File: config.mk
export PLATFORM = sky130hd
export DESIGN_NAME = exec_stage
export DESIGN_NICKNAME = d
export VERILOG_FILES = /design/src/rtl/exec_stage_pkg.sv /design/src/rtl/exec_mul4.sv /design/src/rtl/exec_stage.sv
export SDC_FILE = /design/constraint.sdc
export NUM_CORES = 1
export LEC_CHECK = 0
export ABC_AREA = 1
export CORE_MARGIN = 1.5
export CORE_UTILIZATION = 51
export DETAILED_ROUTE_END_ITERATION = 16
export PLACE_DENSITY = 0.81
export SKIP_LAST_GASP = 1
export SYNTH_ARGS = -nofsm -noshare
export SYNTH_HDL_FRONTEND = slang
export SYNTH_HIERARCHICAL = 1
export SYNTH_SLANG_ARGS = --single-unit
File: constraint.sdc
create_clock -name clk -period 3.4 [get_ports clk]
set_clock_uncertainty 0.2 [all_clocks]
set_input_delay 0.34 -clock clk [delete_from_list [all_inputs] [get_ports clk]]
set_output_delay 0.34 -clock clk [all_outputs]
set_load 0.02 [all_outputs]
File: src/rtl/exec_stage_pkg.sv
// -----------------------------------------------------------------------------
// exec_stage_pkg
// Shared definitions for the execute stage and its serial multiplier:
// default operand/accumulator widths, the 2-bit opcode encoding and the
// three-state control FSM encoding.
// -----------------------------------------------------------------------------
package exec_stage_pkg;

    localparam int DATA_W_DEF = 4;
    localparam int ACC_W_DEF  = 2 * DATA_W_DEF;

    localparam logic [1:0] OP_ADD = 2'b00;
    localparam logic [1:0] OP_SUB = 2'b01;
    localparam logic [1:0] OP_MUL = 2'b10;
    localparam logic [1:0] OP_AND = 2'b11;

    typedef enum logic [1:0] {
        IDLE = 2'b00,
        BUSY = 2'b01,
        DONE = 2'b10
    } state_e;

endpackage

File: src/rtl/exec_mul4.sv
// -----------------------------------------------------------------------------
// exec_mul4
// Unsigned LSB-first serial shift-add multiplier. One multiplier bit is
// consumed per clock edge while busy, so a product takes DATA_W edges after
// the start edge.
//
// Ports
//   clk        : clock, rising edge
//   reset      : synchronous active-low reset (aborts any product in flight)
//   start_i    : load operands and begin a new product on this edge
//   a_i, b_i   : multiplicand / multiplier, sampled only when start_i is high
//   done_o     : high during the final step; product_o is complete then
//   product_o  : running product including the current step (exact, ACC_W)
// -----------------------------------------------------------------------------
module exec_mul4
    import exec_stage_pkg::*;
#(
    parameter int DATA_W = DATA_W_DEF,
    parameter int ACC_W  = ACC_W_DEF
) (
    input  logic              clk,
    input  logic              reset,
    input  logic              start_i,
    input  logic [DATA_W-1:0] a_i,
    input  logic [DATA_W-1:0] b_i,
    output logic              done_o,
    output logic [ACC_W-1:0]  product_o
);

    localparam int CNT_W = (DATA_W > 1) ? $clog2(DATA_W) : 1;
    localparam logic [CNT_W-1:0] CNT_LAST = CNT_W'(DATA_W - 1);

    logic              busy_q,   busy_d;
    logic [CNT_W-1:0]  cnt_q,    cnt_d;
    logic [ACC_W-1:0]  mcand_q,  mcand_d;
    logic [DATA_W-1:0] mplier_q, mplier_d;
    logic [ACC_W-1:0]  prod_q,   prod_d;
    logic [ACC_W-1:0]  step_sum;

    // Partial product for the bit currently at mplier_q[0]; exposing it
    // directly lets the consumer use the finished product on the last edge.
    assign step_sum  = prod_q + (mplier_q[0] ? mcand_q : '0);
    assign product_o = step_sum;
    assign done_o    = busy_q && (cnt_q == CNT_LAST);

    always_comb begin
        busy_d   = busy_q;
        cnt_d    = cnt_q;
        mcand_d  = mcand_q;
        mplier_d = mplier_q;
        prod_d   = prod_q;
        if (start_i) begin
            busy_d   = 1'b1;
            cnt_d    = '0;
            mcand_d  = {{(ACC_W-DATA_W){1'b0}}, a_i};
            mplier_d = b_i;
            prod_d   = '0;
        end else if (busy_q) begin
            prod_d   = step_sum;
            mcand_d  = mcand_q << 1;
            mplier_d = mplier_q >> 1;
            cnt_d    = cnt_q + CNT_W'(1);
            if (cnt_q == CNT_LAST) begin
                busy_d = 1'b0;
                cnt_d  = '0;
            end
        end
    end

    always_ff @(posedge clk) begin
        if (!reset) begin
            busy_q   <= 1'b0;
            cnt_q    <= '0;
            mcand_q  <= '0;
            mplier_q <= '0;
            prod_q   <= '0;
        end else begin
            busy_q   <= busy_d;
            cnt_q    <= cnt_d;
            mcand_q  <= mcand_d;
            mplier_q <= mplier_d;
            prod_q   <= prod_d;
        end
    end

endmodule

File: src/rtl/exec_stage.sv
// -----------------------------------------------------------------------------
// exec_stage
// Single-issue execute stage with valid/ready handshakes on both sides.
// ADD/SUB/AND complete on the accepting edge; MUL runs through the serial
// multiplier for DATA_W edges. Results may be summed into an accumulator.
//
// Ports
//   clk, reset          : clock (rising edge), synchronous active-low reset
//   in_valid / in_ready : upstream handshake
//   ctrl1               : accumulate enable (latched on accept)
//   ctrl2               : opcode 00 ADD, 01 SUB, 10 MUL, 11 AND
//   data1, data2        : operands A and B (DATA_W each)
//   acc_clr             : synchronous accumulator clear, wins over any write
//   out_valid/out_ready : downstream handshake
//   result, carry, zero : registered result and flags, held while stalled
//   acc                 : accumulator register
// -----------------------------------------------------------------------------
module exec_stage
    import exec_stage_pkg::*;
#(
    parameter int DATA_W = DATA_W_DEF,
    parameter int ACC_W  = 2 * DATA_W
) (
    input  logic              clk,
    input  logic              reset,
    input  logic              in_valid,
    output logic              in_ready,
    input  logic              ctrl1,
    input  logic [1:0]        ctrl2,
    input  logic [DATA_W-1:0] data1,
    input  logic [DATA_W-1:0] data2,
    input  logic              acc_clr,
    output logic              out_valid,
    input  logic              out_ready,
    output logic [ACC_W-1:0]  result,
    output logic              carry,
    output logic              zero,
    output logic [ACC_W-1:0]  acc
);

    state_e            state_q, state_d;
    logic              acc_en_q, acc_en_d;
    logic [ACC_W-1:0]  acc_q, acc_d;
    logic [ACC_W-1:0]  result_q, result_d;
    logic              carry_q, carry_d;
    logic              zero_q, zero_d;

    logic              accept;
    logic              is_mul_in;
    logic              mul_start;
    logic              mul_done;
    logic [ACC_W-1:0]  mul_prod;
    logic [ACC_W-1:0]  alu_res;
    logic [ACC_W-1:0]  op_res;
    logic [ACC_W:0]    sum;
    logic              finish;
    logic              fin_acc_en;

    function automatic logic [ACC_W-1:0] alu_op(input logic [1:0]        op,
                                                input logic [DATA_W-1:0] a,
                                                input logic [DATA_W-1:0] b);
        logic [ACC_W-1:0] ax;
        logic [ACC_W-1:0] bx;
        ax = {{(ACC_W-DATA_W){1'b0}}, a};
        bx = {{(ACC_W-DATA_W){1'b0}}, b};
        case (op)
            OP_ADD:  return ax + bx;
            OP_SUB:  return ax - bx;
            OP_AND:  return ax & bx;
            default: return '0;
        endcase
    endfunction

    assign accept    = in_valid && in_ready;
    assign is_mul_in = (ctrl2 == OP_MUL);
    assign mul_start = accept && is_mul_in;

    exec_mul4 #(
        .DATA_W (DATA_W),
        .ACC_W  (ACC_W)
    ) u_mul (
        .clk       (clk),
        .reset     (reset),
        .start_i   (mul_start),
        .a_i       (data1),
        .b_i       (data2),
        .done_o    (mul_done),
        .product_o (mul_prod)
    );

    // FSM: state register
    always_ff @(posedge clk) begin
        if (!reset) begin
            state_q <= IDLE;
        end else begin
            state_q <= state_d;
        end
    end

    // FSM: next state
    always_comb begin
        state_d = state_q;
        case (state_q)
            IDLE: begin
                if (accept) state_d = is_mul_in ? BUSY : DONE;
            end
            BUSY: begin
                if (mul_done) state_d = DONE;
            end
            DONE: begin
                // A new operation can be taken on the same edge the old
                // result is consumed, avoiding an IDLE bubble.
                if (out_ready) begin
                    if (accept) state_d = is_mul_in ? BUSY : DONE;
                    else        state_d = IDLE;
                end
            end
            default: state_d = IDLE;
        endcase
    end

    // FSM: outputs
    always_comb begin
        in_ready  = 1'b0;
        out_valid = 1'b0;
        case (state_q)
            IDLE:    in_ready = reset;
            DONE: begin
                in_ready  = reset && out_ready;
                out_valid = 1'b1;
            end
            default: in_ready = 1'b0;
        endcase
    end

    // Result path: an ALU op finishes on its accept edge, a MUL on its last step.
    assign alu_res    = alu_op(ctrl2, data1, data2);
    assign op_res     = (state_q == BUSY) ? mul_prod : alu_res;
    assign finish     = (accept && !is_mul_in) || ((state_q == BUSY) && mul_done);
    assign fin_acc_en = accept ? ctrl1 : acc_en_q;
    assign sum        = {1'b0, acc_q} + {1'b0, op_res};

    always_comb begin
        acc_en_d = accept ? ctrl1 : acc_en_q;
        acc_d    = acc_q;
        result_d = result_q;
        carry_d  = carry_q;
        zero_d   = zero_q;
        if (finish) begin
            if (fin_acc_en) begin
                result_d = sum[ACC_W-1:0];
                carry_d  = sum[ACC_W];
                acc_d    = sum[ACC_W-1:0];
            end else begin
                result_d = op_res;
                carry_d  = 1'b0;
            end
            zero_d = (result_d == '0);
        end
        // Clear beats the accumulate write; result still shows the sum.
        if (acc_clr) acc_d = '0;
    end

    always_ff @(posedge clk) begin
        if (!reset) begin
            acc_en_q <= 1'b0;
            acc_q    <= '0;
            result_q <= '0;
            carry_q  <= 1'b0;
            zero_q   <= 1'b0;
        end else begin
            acc_en_q <= acc_en_d;
            acc_q    <= acc_d;
            result_q <= result_d;
            carry_q  <= carry_d;
            zero_q   <= zero_d;
        end
    end

    assign result = result_q;
    assign carry  = carry_q;
    assign zero   = zero_q;
    assign acc    = acc_q;

endmodule

* Word level (Yosys, flattened, before mapping)
Cells that the tools add are included.
** Storage, ports and cells
- Bits in registers :: 44
- Word-level logic and storage cells :: 67
- Input bits :: 16
- Output and inout bits :: 20
** Cells by class
- $add $sub $neg :: 5
- Mux-type cells :: 23
- Reduce and logical (&&, ||, !) cells :: 16
- Bitwise logic cells :: 2
- Equal/unequal tests :: 9
** Operators by type and width (number)
- 2-to-1 mux 8 bit :: 4
- one-hot mux 8 bit (3 select lines) :: 1
- 2-to-1 mux 4 bit :: 4
- 2-to-1 mux 2 bit :: 6
- adder 8 x 8 -> 9 bit :: 1
- adder 8 bit :: 1
- == test 2 bit, second input constant :: 4
- zero test 8 bit :: 1
- logical AND 1 bit :: 6
- 2-to-1 mux 1 bit :: 6
- inequality test 2 bit, second input constant :: 3
- one-hot mux 2 bit (3 select lines) :: 1
- adder 4 x 4 -> 5 bit :: 1
- subtractor 4 x 4 -> 5 bit :: 1
- AND 4 bit :: 1
- == test 2 x 1 -> 1 bit, second input constant :: 2
- zero test 2 bit :: 2
- OR reduction 2 bit :: 2
- AND reduction 3 bit :: 1
- adder 2 x 1 -> 2 bit, second input constant :: 1
- one-hot mux 1 bit (2 select lines) :: 1
- AND reduction 2 bit :: 1
- nonzero test 2 bit :: 1
- zero test 1 bit :: 1
- other kinds (2) :: 2

* Longest topological paths before layout
Gate-level depths: netlist of the first run.
- Depth in word-level cells :: 7
- Gate-level depth with buffers :: 27
- Mapped depth without buffers :: 26

* Cells and area by module
Netlist of the first run, hierarchy kept.
** Modules (own cells, without submodules)
- exec_stage :: cells each 271, seq. area each 420.4 um2, area each 1785.5 um2, times used 1
- exec_mul4 :: cells each 192, seq. area each 460.4 um2, area each 1333.8 um2, times used 1

* Least setup slack after synthesis of the first run
OpenSTA, ideal clock, no wires.
- Kind :: reg2reg
- Start point :: register u_mul.mplier_q[0]
- End point :: register result_q[6], in the netlist result[6]
- Period minus slack after synthesis :: 3.137 ns
- Data required time :: 3.084 ns
- Arrival time :: 2.821 ns
- Path buffers :: 1
- Path slack :: 0.263 ns
- Library setup time :: 0.116 ns
- Stages on the path, launching flop included :: 28
- Cell sequence :: dfxtp_1 buf_4 nand2_1 inv_1 ha_1 inv_1 fa_1 inv_1 nand2_1 nand2_1 nand2_1 xnor2_1 or2_1 nand2_1 inv_1 ha_1 nand2_1 inv_1 nand4_1 nand3_1 nand2_1 nand2_1 inv_1 nand2_1 o21ai_0 nand2_1 o211ai_1 inv_1
** Between the ends
- Word-level cells in the longest chain between the ends :: 6
** Ends and longest elaborated chain
- start: declaration :: RTL line exec_mul4.sv:36 : logic [DATA_W-1:0] mplier_q, mplier_d;
- start signal: assignment :: RTL line exec_mul4.sv:81 : mplier_q <= mplier_d;
- 2-to-1 mux 8 bit :: RTL line exec_mul4.sv:42 : assign step_sum = prod_q + (mplier_q[0] ? mcand_q : '0);
- adder 8 bit :: RTL line exec_mul4.sv:42
- named net mul_prod[4] :: RTL line exec_stage.sv:52 : logic [ACC_W-1:0] mul_prod;
- 2-to-1 mux 8 bit :: RTL line exec_stage.sv:138 : assign op_res = (state_q == BUSY) ? mul_prod : alu_res;
- adder 8 x 8 -> 9 bit :: RTL line exec_stage.sv:141 : assign sum = {1'b0, acc_q} + {1'b0, op_res};
- 2-to-1 mux 8 bit :: RTL line exec_stage.sv:150 : if (fin_acc_en) begin
- 2-to-1 mux 8 bit :: RTL line exec_stage.sv:149 : if (finish) begin
- end signal: assignment :: RTL line exec_stage.sv:174 : result_q <= result_d;
- end: declaration :: RTL line exec_stage.sv:44 : logic [ACC_W-1:0] result_q, result_d;
The timed path passes the listed nets, and every way through them passes these cells. The select of a mux whose other input is x is not followed.
A chain may end at the register's enable or synchronous reset.

* Worst setup path in the final report of the first run
- Start point :: register u_mul.mplier_q[0]
- End point :: register result_q[7], in the netlist result[7]
Same word-level chain as after synthesis.

==> impl_metrics.csv, run 1 <==
group,metric,value,unit
grt,grt_max_degree,20,
clock_tree,cts_buffer_depth,2,
clock_tree,htreeDepth,2,
critical_path,cp_slowest_cell,"fa_2",
sta,maxSlewViolCount,0,
critical_path,critPathLaunchType,"register",
logic_synthesis,syn_area,3120,µm²
logic_synthesis,synth_warnings,6,
layout,insertedDiodeCount,0,
layout,area_delta_synth_final,28.2,%
die,die_h,81.2,µm
logic_synthesis,synthAdderAreaFrac,12.2,%
critical_path,critPathLaunch,"u_mul/mplier_q[0]$_SDFFE_PN0P_",
worst_hold_path,hold_end,"u_mul/mplier_q[1]$_SDFFE_PN0P_",
critical_path,crit_path_max_incr_delay,0.40,ns
critical_path,cp.arrival,3.17,ns
layout,finalNonFillerCells,601,
logic_synthesis,synth-seq-cells,44,
logic_synthesis,synth_xor_xnor_area_share,1.68,%
die,core-area,5920,µm²
layout,nets,569,
die,initial_core_util,52.7,%
worst_hold_path,hold_start,"u_mul/mplier_q[2]$_SDFFE_PN0P_",
logic_synthesis,synthMuxAreaShare,0,%
clock_tree,cts_inserted_buffers,5,
logic_synthesis,yosysSeqAreaShare,28.2,%
layout,drive_gt1_share,18.4,%
clock_tree,clockRootBuffer,"clkbuf_8",
clock_tree,cts-hold-fix-buffers,0,
critical_path,cp_cell_sequence,"nand2_2, inv_2, ha_4, inv_2, fa_2, inv_2, nand2_1, nand2_2, nand2_2, xnor2_2, or2_1, nand2_2, inv_2, ha_4, inv_2, o21bai_2, a31oi_1, nand2_1, nand2_1, nand3_1, nand2_1, nand2_1, o211ai_1, inv_1",
sta,slew_headroom,67.7,%
sta,fin_setup_tns,0,ns
logic_synthesis,yosysUniqueCellTypes,37,
logic_synthesis,synth_edf_count,0,
critical_path,critPathKind,"reg2reg",
power_and_ir_drop,ir_drop,0.265,mV
clock_tree,clk_pin_slew,0.08,ns
layout,layout_common_cells,"114 x nand2_1, 66 x inv_1, 42 x dfxtp_1",
placed_design,dp_cells,591,
sta,hold_viol,0,
drt,vias_per_cell,5.26,
power_and_ir_drop,switching_share,29.2,%
worst_hold_path,hold_depth,2,
critical_path,critical_path.max_fanout,4,
placed_design,gp_congestion,0.942,
grt,grt_pass1_vias,3011,
critical_path,end_kind,"register",
run,maxCapViolCount,0,
power_and_ir_drop,clkPwrFrac,33.1,%
worst_hold_path,hp-class,"reg2reg",
drt,wl_per_cell,13.2,µm
critical_path,crit_buf_inv,6,
die,rows,28,
sta,finalCritPeriodShare,93.6,%
critical_path,timing.reg2reg.setup_slack,0.22,ns
drt,firstDrtPassIters,7,
grt,grt.total_usage,25.5,%
outcome,outcome,"finished clean",
critical_path,critical_path_depth,24,
logic_synthesis,synth-compound-area-share,13.3,%
sta,fin_ws,0.217,ns
grt,grt_pass1_wl,13100,µm
logic_synthesis,synth_ff_type,"dfxtp_1",
logic_synthesis,syn_nets,507,
placed_design,io_buffers,35,
layout,final_common_cell,"nand2_1",
critical_path,reg2reg_to,"result[7]$_SDFFE_PN0P_",
clock_tree,cts_tree,"yes",
logic_synthesis,synthSimpleGateAreaFrac,32.5,%
sta,worstMarginPinSlew,0.484,ns
drt,drt-total-wl,7910,µm
power_and_ir_drop,seqPwrFrac,41.2,%
power_and_ir_drop,p_int,944,µW
die,ios,36,
placed_design,post-dp-hpwl,5970,µm
layout,nFillCells,480,
logic_synthesis,synth_top_family_by_area,"simple AND/OR/NAND/NOR gates",
logic_synthesis,syn_inst,463,
die,die_width,81.2,µm
critical_path,cp_top_family,"simple AND/OR/NAND/NOR gates",
power_and_ir_drop,p_per_area,334,nW/µm²
power_and_ir_drop,combinationalPowerShare,25.7,%
power_and_ir_drop,p_sw,390,µW
drt,drcViolationCount,0,
clock_tree,clk_latency,0.30,ns
drt,drtIter0Drc,161,
die,die-area,6590,µm²
sta,fin_crit,3.18,ns
placed_design,preCtsSetupSlack,-0.102,ns
critical_path,critPathRequiredTime,3.39,ns
sta,setup_viol,0,
logic_synthesis,synth.avg_cell_area,6.74,µm²
logic_synthesis,async_reset_ff_share,0,%
sta,max_clock_freq,314,MHz
clock_tree,clock_sink_count,44,
drt,drtAntennaViolNets,0,
grt,antenna_found_initial,0,
critical_path,reg2reg_depth,24,
drt,num_vias,3159,
grt,overflow,0,
critical_path,reg2reg_from,"u_mul/mplier_q[0]$_SDFFE_PN0P_",
power_and_ir_drop,leakagePower,2.06,nW
==> state kept, by name (all words and copies together), names as in the netlist <==
| name | flops |
|---|---|
| carry | 1 |
| acc_en_q | 1 |
| u_mul/busy_q | 1 |
| acc | 8 |
| result | 8 |
| u_mul/mplier_q | 4 |
| state_q | 2 |
| zero | 1 |
| u_mul/prod_q | 8 |
| u_mul/mcand_q | 8 |
| u_mul/cnt_q | 2 |
==> power by group through the flow <==
stage / logic (mW) / clock network, mW / registers, mW
after floorplan: 0.183 / 0 / 0.569
after global placement: 0.311 / 0 / 0.560
after detailed placement: 0.316 / 0 / 0.561
after CTS: 0.317 / 0.451 / 0.549
after global routing: 0.380 / 0.473 / 0.553
final: 0.342 / 0.442 / 0.550
==> cell type report <==
cell class	count	area [µm²]	area share, %
timing repair buffer	65	581	14.5
tap	75	93.8	2.35
sequential	44	883	22.1
multi-input combinational	330	2010	50.2
clock buffer	7	96.3	2.41
clock inverter	1	30.0	0.751
inverter	79	307	7.66
==> metal layers <==
metal | global-route usage, % | wire length [µm] | part of all wire [%]
met5 | 0 | 0 | 0
met4 | 6.38 | 83 | 1.0
met3 | 4.49 | 297 | 3.8
met2 | 46.3 | 3990 | 50
met1 | 30.9 | 3550 | 45
==> stage by stage <==
stage               hold WS, ns  instance area (µm²)  util [%]  power (mW)
detailed placement        0.260                 3700      62.5       0.877
global placement          0.242                 3700      62.5       0.871
global route              0.304                 4000      67.6        1.40
CTS                       0.272                 3830      64.7        1.32
floorplan                 0.234                 3120         -       0.753
finish                    0.273                 4000      67.6        1.33
==> how the worst max path moves through the flow <==
| stage | slack [ns] | to |
|---|---|---|
| after floorplan | 0.26 | result[6]$_SDFFE_PN0P_ |
| after global placement | -0.07 | result[6]$_SDFFE_PN0P_ |
| after detailed placement | -0.10 | result[6]$_SDFFE_PN0P_ |
| after CTS | 0.06 | zero$_SDFFE_PN0P_ |
| after global routing | -0.04 | zero$_SDFFE_PN0P_ |
| final | 0.22 | result[7]$_SDFFE_PN0P_ |
==> timing repair <==
action / 4_1_cts / 5_1_grt
gates resized for setup: 0 / 36
setup endpoints to repair: 0 / 8
buffers inserted: 0 / 2
hold endpoints to repair: 0 / 0
==> worst reg2reg max path, delay by kind of cell (launching register included) <==
family / cells / cell delay [ns]
buf+inv: 6 / 0.31
simple gates: 11 / 0.92
xor+xnor: 1 / 0.13
fa+ha+maj: 3 / 0.77
flops: 1 / 0.34
compound gates: 3 / 0.40
==> kinds of logic after synthesis <==
kind of cell,Yosys count
buf+inv,89
flops,44
simple gates,223
compound gates,73
fa+ha+maj,28
xor+xnor,6
==> cell usage after synthesis (5+ instances only) <==
cell | instances | share of area, %
a21oi_1 | 30 | 4.8
dfxtp_1 | 44 | 28
ha_1 | 24 | 9.6
inv_1 | 71 | 8.5
inv_2 | 5 | 0.60
nand2_1 | 119 | 14
nand2_2 | 6 | 1.2
nand3_1 | 40 | 6.4
nand4_1 | 5 | 1.0
nor2_1 | 31 | 3.7
o21ai_0 | 21 | 3.4
xnor2_1 | 5 | 1.4
Power figures use the tool's default switching activity.
==> run 2, diff against run 1 <==
- CELL_PAD_IN_SITES_DETAIL_PLACEMENT: default -> 0
- CELL_PAD_IN_SITES_GLOBAL_PLACEMENT: default -> 1
- CORE_UTILIZATION: 51 -> 46
- DONT_BUFFER_PORTS: default -> 1
- PLACE_DENSITY: 0.81 -> 0.84
- clock period: 3.4 -> 3.6 ns (I/O delays scaled with it)
==> run 2 against run 1 <==
The flow now finishes with violations (DRC). Sequential power shrank 3%. Final cell count decreased by 9.5%. Wire length is 5.4% lower. Via count decreased by 9.0%. Combinational power fell by 36%. Hold slack got worse by 0.27 ns. Critical endpoint is now zero$_SDFFE_PN0P_.
==> impl_metrics.csv, run 2 (synthesis results as in run 1) <==
group,metric,value,unit
layout,multiInputGateArea,1880,µm²
placed_design,detailed_place.area,3170,µm²
die,initial_core_util,48.3,%
layout,nFillCells,694,
sta,fin_setup_tns,0,ns
outcome,outcome,"complete, but fails checks",
layout,area_delta_synth_final,5.90,%
critical_path,cp.arrival,3.29,ns
layout,regArea,881,µm²
layout,layout_common_cells,"119 x nand2_1, 71 x inv_1, 44 x dfxtp_1",
drt,vias_per_cell,5.29,
sta,maxSlewViolCount,0,
sta,slew_headroom,64.7,%
clock_tree,cts_tree,"yes",
critical_path,critPathKind,"reg2reg",
die,core-area,6460,µm²
die,die_width,85.3,µm
power_and_ir_drop,p_per_area,326,nW/µm²
die,ios,36,
grt,grt.total_usage,21.5,%
sta,rsz0062_at_grt,"false",
drt,drtIter0Drc,107,
grt,grt_pass1_wl,12600,µm
placed_design,post-dp-hpwl,5780,µm
grt,grt_pass1_vias,2670,
layout,nets,510,
critical_path,reg2reg_from,"u_mul/mcand_q[0]$_SDFFE_PN0P_",
clock_tree,clk_latency,0.31,ns
drt,firstDrtPassIters,10,
layout,final_common_cell,"nand2_1",
critical_path,critical_path.max_fanout,4,
layout,insertedDiodeCount,0,
worst_hold_path,hp-class,"in2reg",
critical_path,end_kind,"register",
power_and_ir_drop,total_power,1.08,mW
layout,stdcell_area,3300,µm²
sta,finalCritPeriodShare,90.0,%
clock_tree,htreeDepth,2,
worst_hold_path,hold_start,"data1[0]",
die,die_h,85.3,µm
critical_path,critPathLaunch,"u_mul/mcand_q[0]$_SDFFE_PN0P_",
layout,finalNonFillerCells,544,
sta,max_clock_freq,309,MHz
grt,antenna_found_initial,0,
die,die-area,7280,µm²
critical_path,critPathRequiredTime,3.65,ns
drt,drtAntennaViolNets,0,
clock_tree,cts_inserted_buffers,5,
power_and_ir_drop,ir_drop,0.148,mV
drt,wl_per_cell,13.8,µm
critical_path,critPathLaunchType,"register",
die,rows,29,
sta,worstMarginPinSlew,0.529,ns
clock_tree,clock_sink_count,44,
run,maxCapViolCount,0,
placed_design,gp_congestion,0.916,
sta,fin_crit,3.24,ns
outcome,violations,"DRC",
drt,drcViolationCount,3,
placed_design,dp_cells,533,
placed_design,io_buffers,0,
grt,grt_max_degree,18,
sta,setup_viol,0,
drt,drt-total-wl,7480,µm
power_and_ir_drop,leakagePower,1.77,nW
clock_tree,clockRootBuffer,"clkbuf_8",
drt,num_vias,2876,
layout,drive_gt1_share,8.99,%
grt,overflow,0,
clock_tree,cts_buffer_depth,2,
clock_tree,clk_pin_slew,0.10,ns
sta,hold_viol,0,
-- run 2: path summary, 6_finish.rpt --
check | endpoint | slack [ns] | depth (start not counted)
max | zero$_SDFFE_PN0P_ | 0.36 | 23
min | u_mul/mcand_q[0]$_SDFFE_PN0P_ | 0.005 | 2
max reg2reg | zero$_SDFFE_PN0P_ | 0.36 | 23
min reg2reg | u_mul/mplier_q[1]$_SDFFE_PN0P_ | 0.26 | 2
-- run 2: final cells by class --
cell class	count	share of cell area (%)
Multi-Input combinational cell	330	56.8
Sequential cell	44	26.7
Tap cell	77	2.92
Timing Repair Buffer	6	1.52
Clock inverter	3	0.720
Inverter	79	9.28
Clock buffer	5	2.08
-- run 2: stage by stage --
step	hold WS (ns)	setup slack [ns]	util [%]
after CTS	0.00334	0.231	50.8
after global routing	0.0198	0.00724	51.1
after global placement	0.244	0.272	49.0
after detailed placement	0.250	0.246	49.0
after floorplan	0.234	0.463	-
final	0.00504	0.359	51.1
-- run 2: metal layers --
| metal | global-route usage (%) | wire (µm) |
|---|---|---|
| met5 | 0 | 0 |
| met4 | 6.01 | 107 |
| met3 | 3.70 | 326 |
| met2 | 33.8 | 3250 |
| met1 | 30.5 | 3800 |
-- run 2: critical path, cell delays in order, from the launching register on --
cell and delay (ns):
dfxtp_1 0.34, nand2_1 0.05, inv_1 0.05, ha_1 0.17, inv_1 0.06, fa_1 0.39, inv_1 0.07, nand2_1 0.04
nand2_1 0.07, nand2_1 0.07, xnor2_1 0.14, or2_1 0.23, nand2_1 0.08, inv_1 0.06, ha_4 0.28, inv_1 0.06
o21bai_2 0.15, a21oi_1 0.07, xnor2_1 0.15, nand2_1 0.06, nand2_1 0.08, nor2_1 0.11, nand4_1 0.08, a21oi_1 0.13
-- run 2: report_power, final --
part | internal [mW] | switching, mW
clock network | 0.138 | 0.189
registers | 0.507 | 0.0248
logic | 0.0769 | 0.143
total | 0.722 | 0.357
-- run 2: what timing repair did --
item | 4_1_cts | 5_1_grt
setup endpoints to repair | 0 | 4
gates resized for setup | 0 | 2
setup buffers | 0 | 1
endpoints found under the hold margin | 10 | 0
hold buffers | 2 | 0
==> run 3, diff against run 2 <==
- TNS_END_PERCENT: default -> 100
==> results of run 3 <==
Final layout, timing and power as in run 2 (identical DEF).
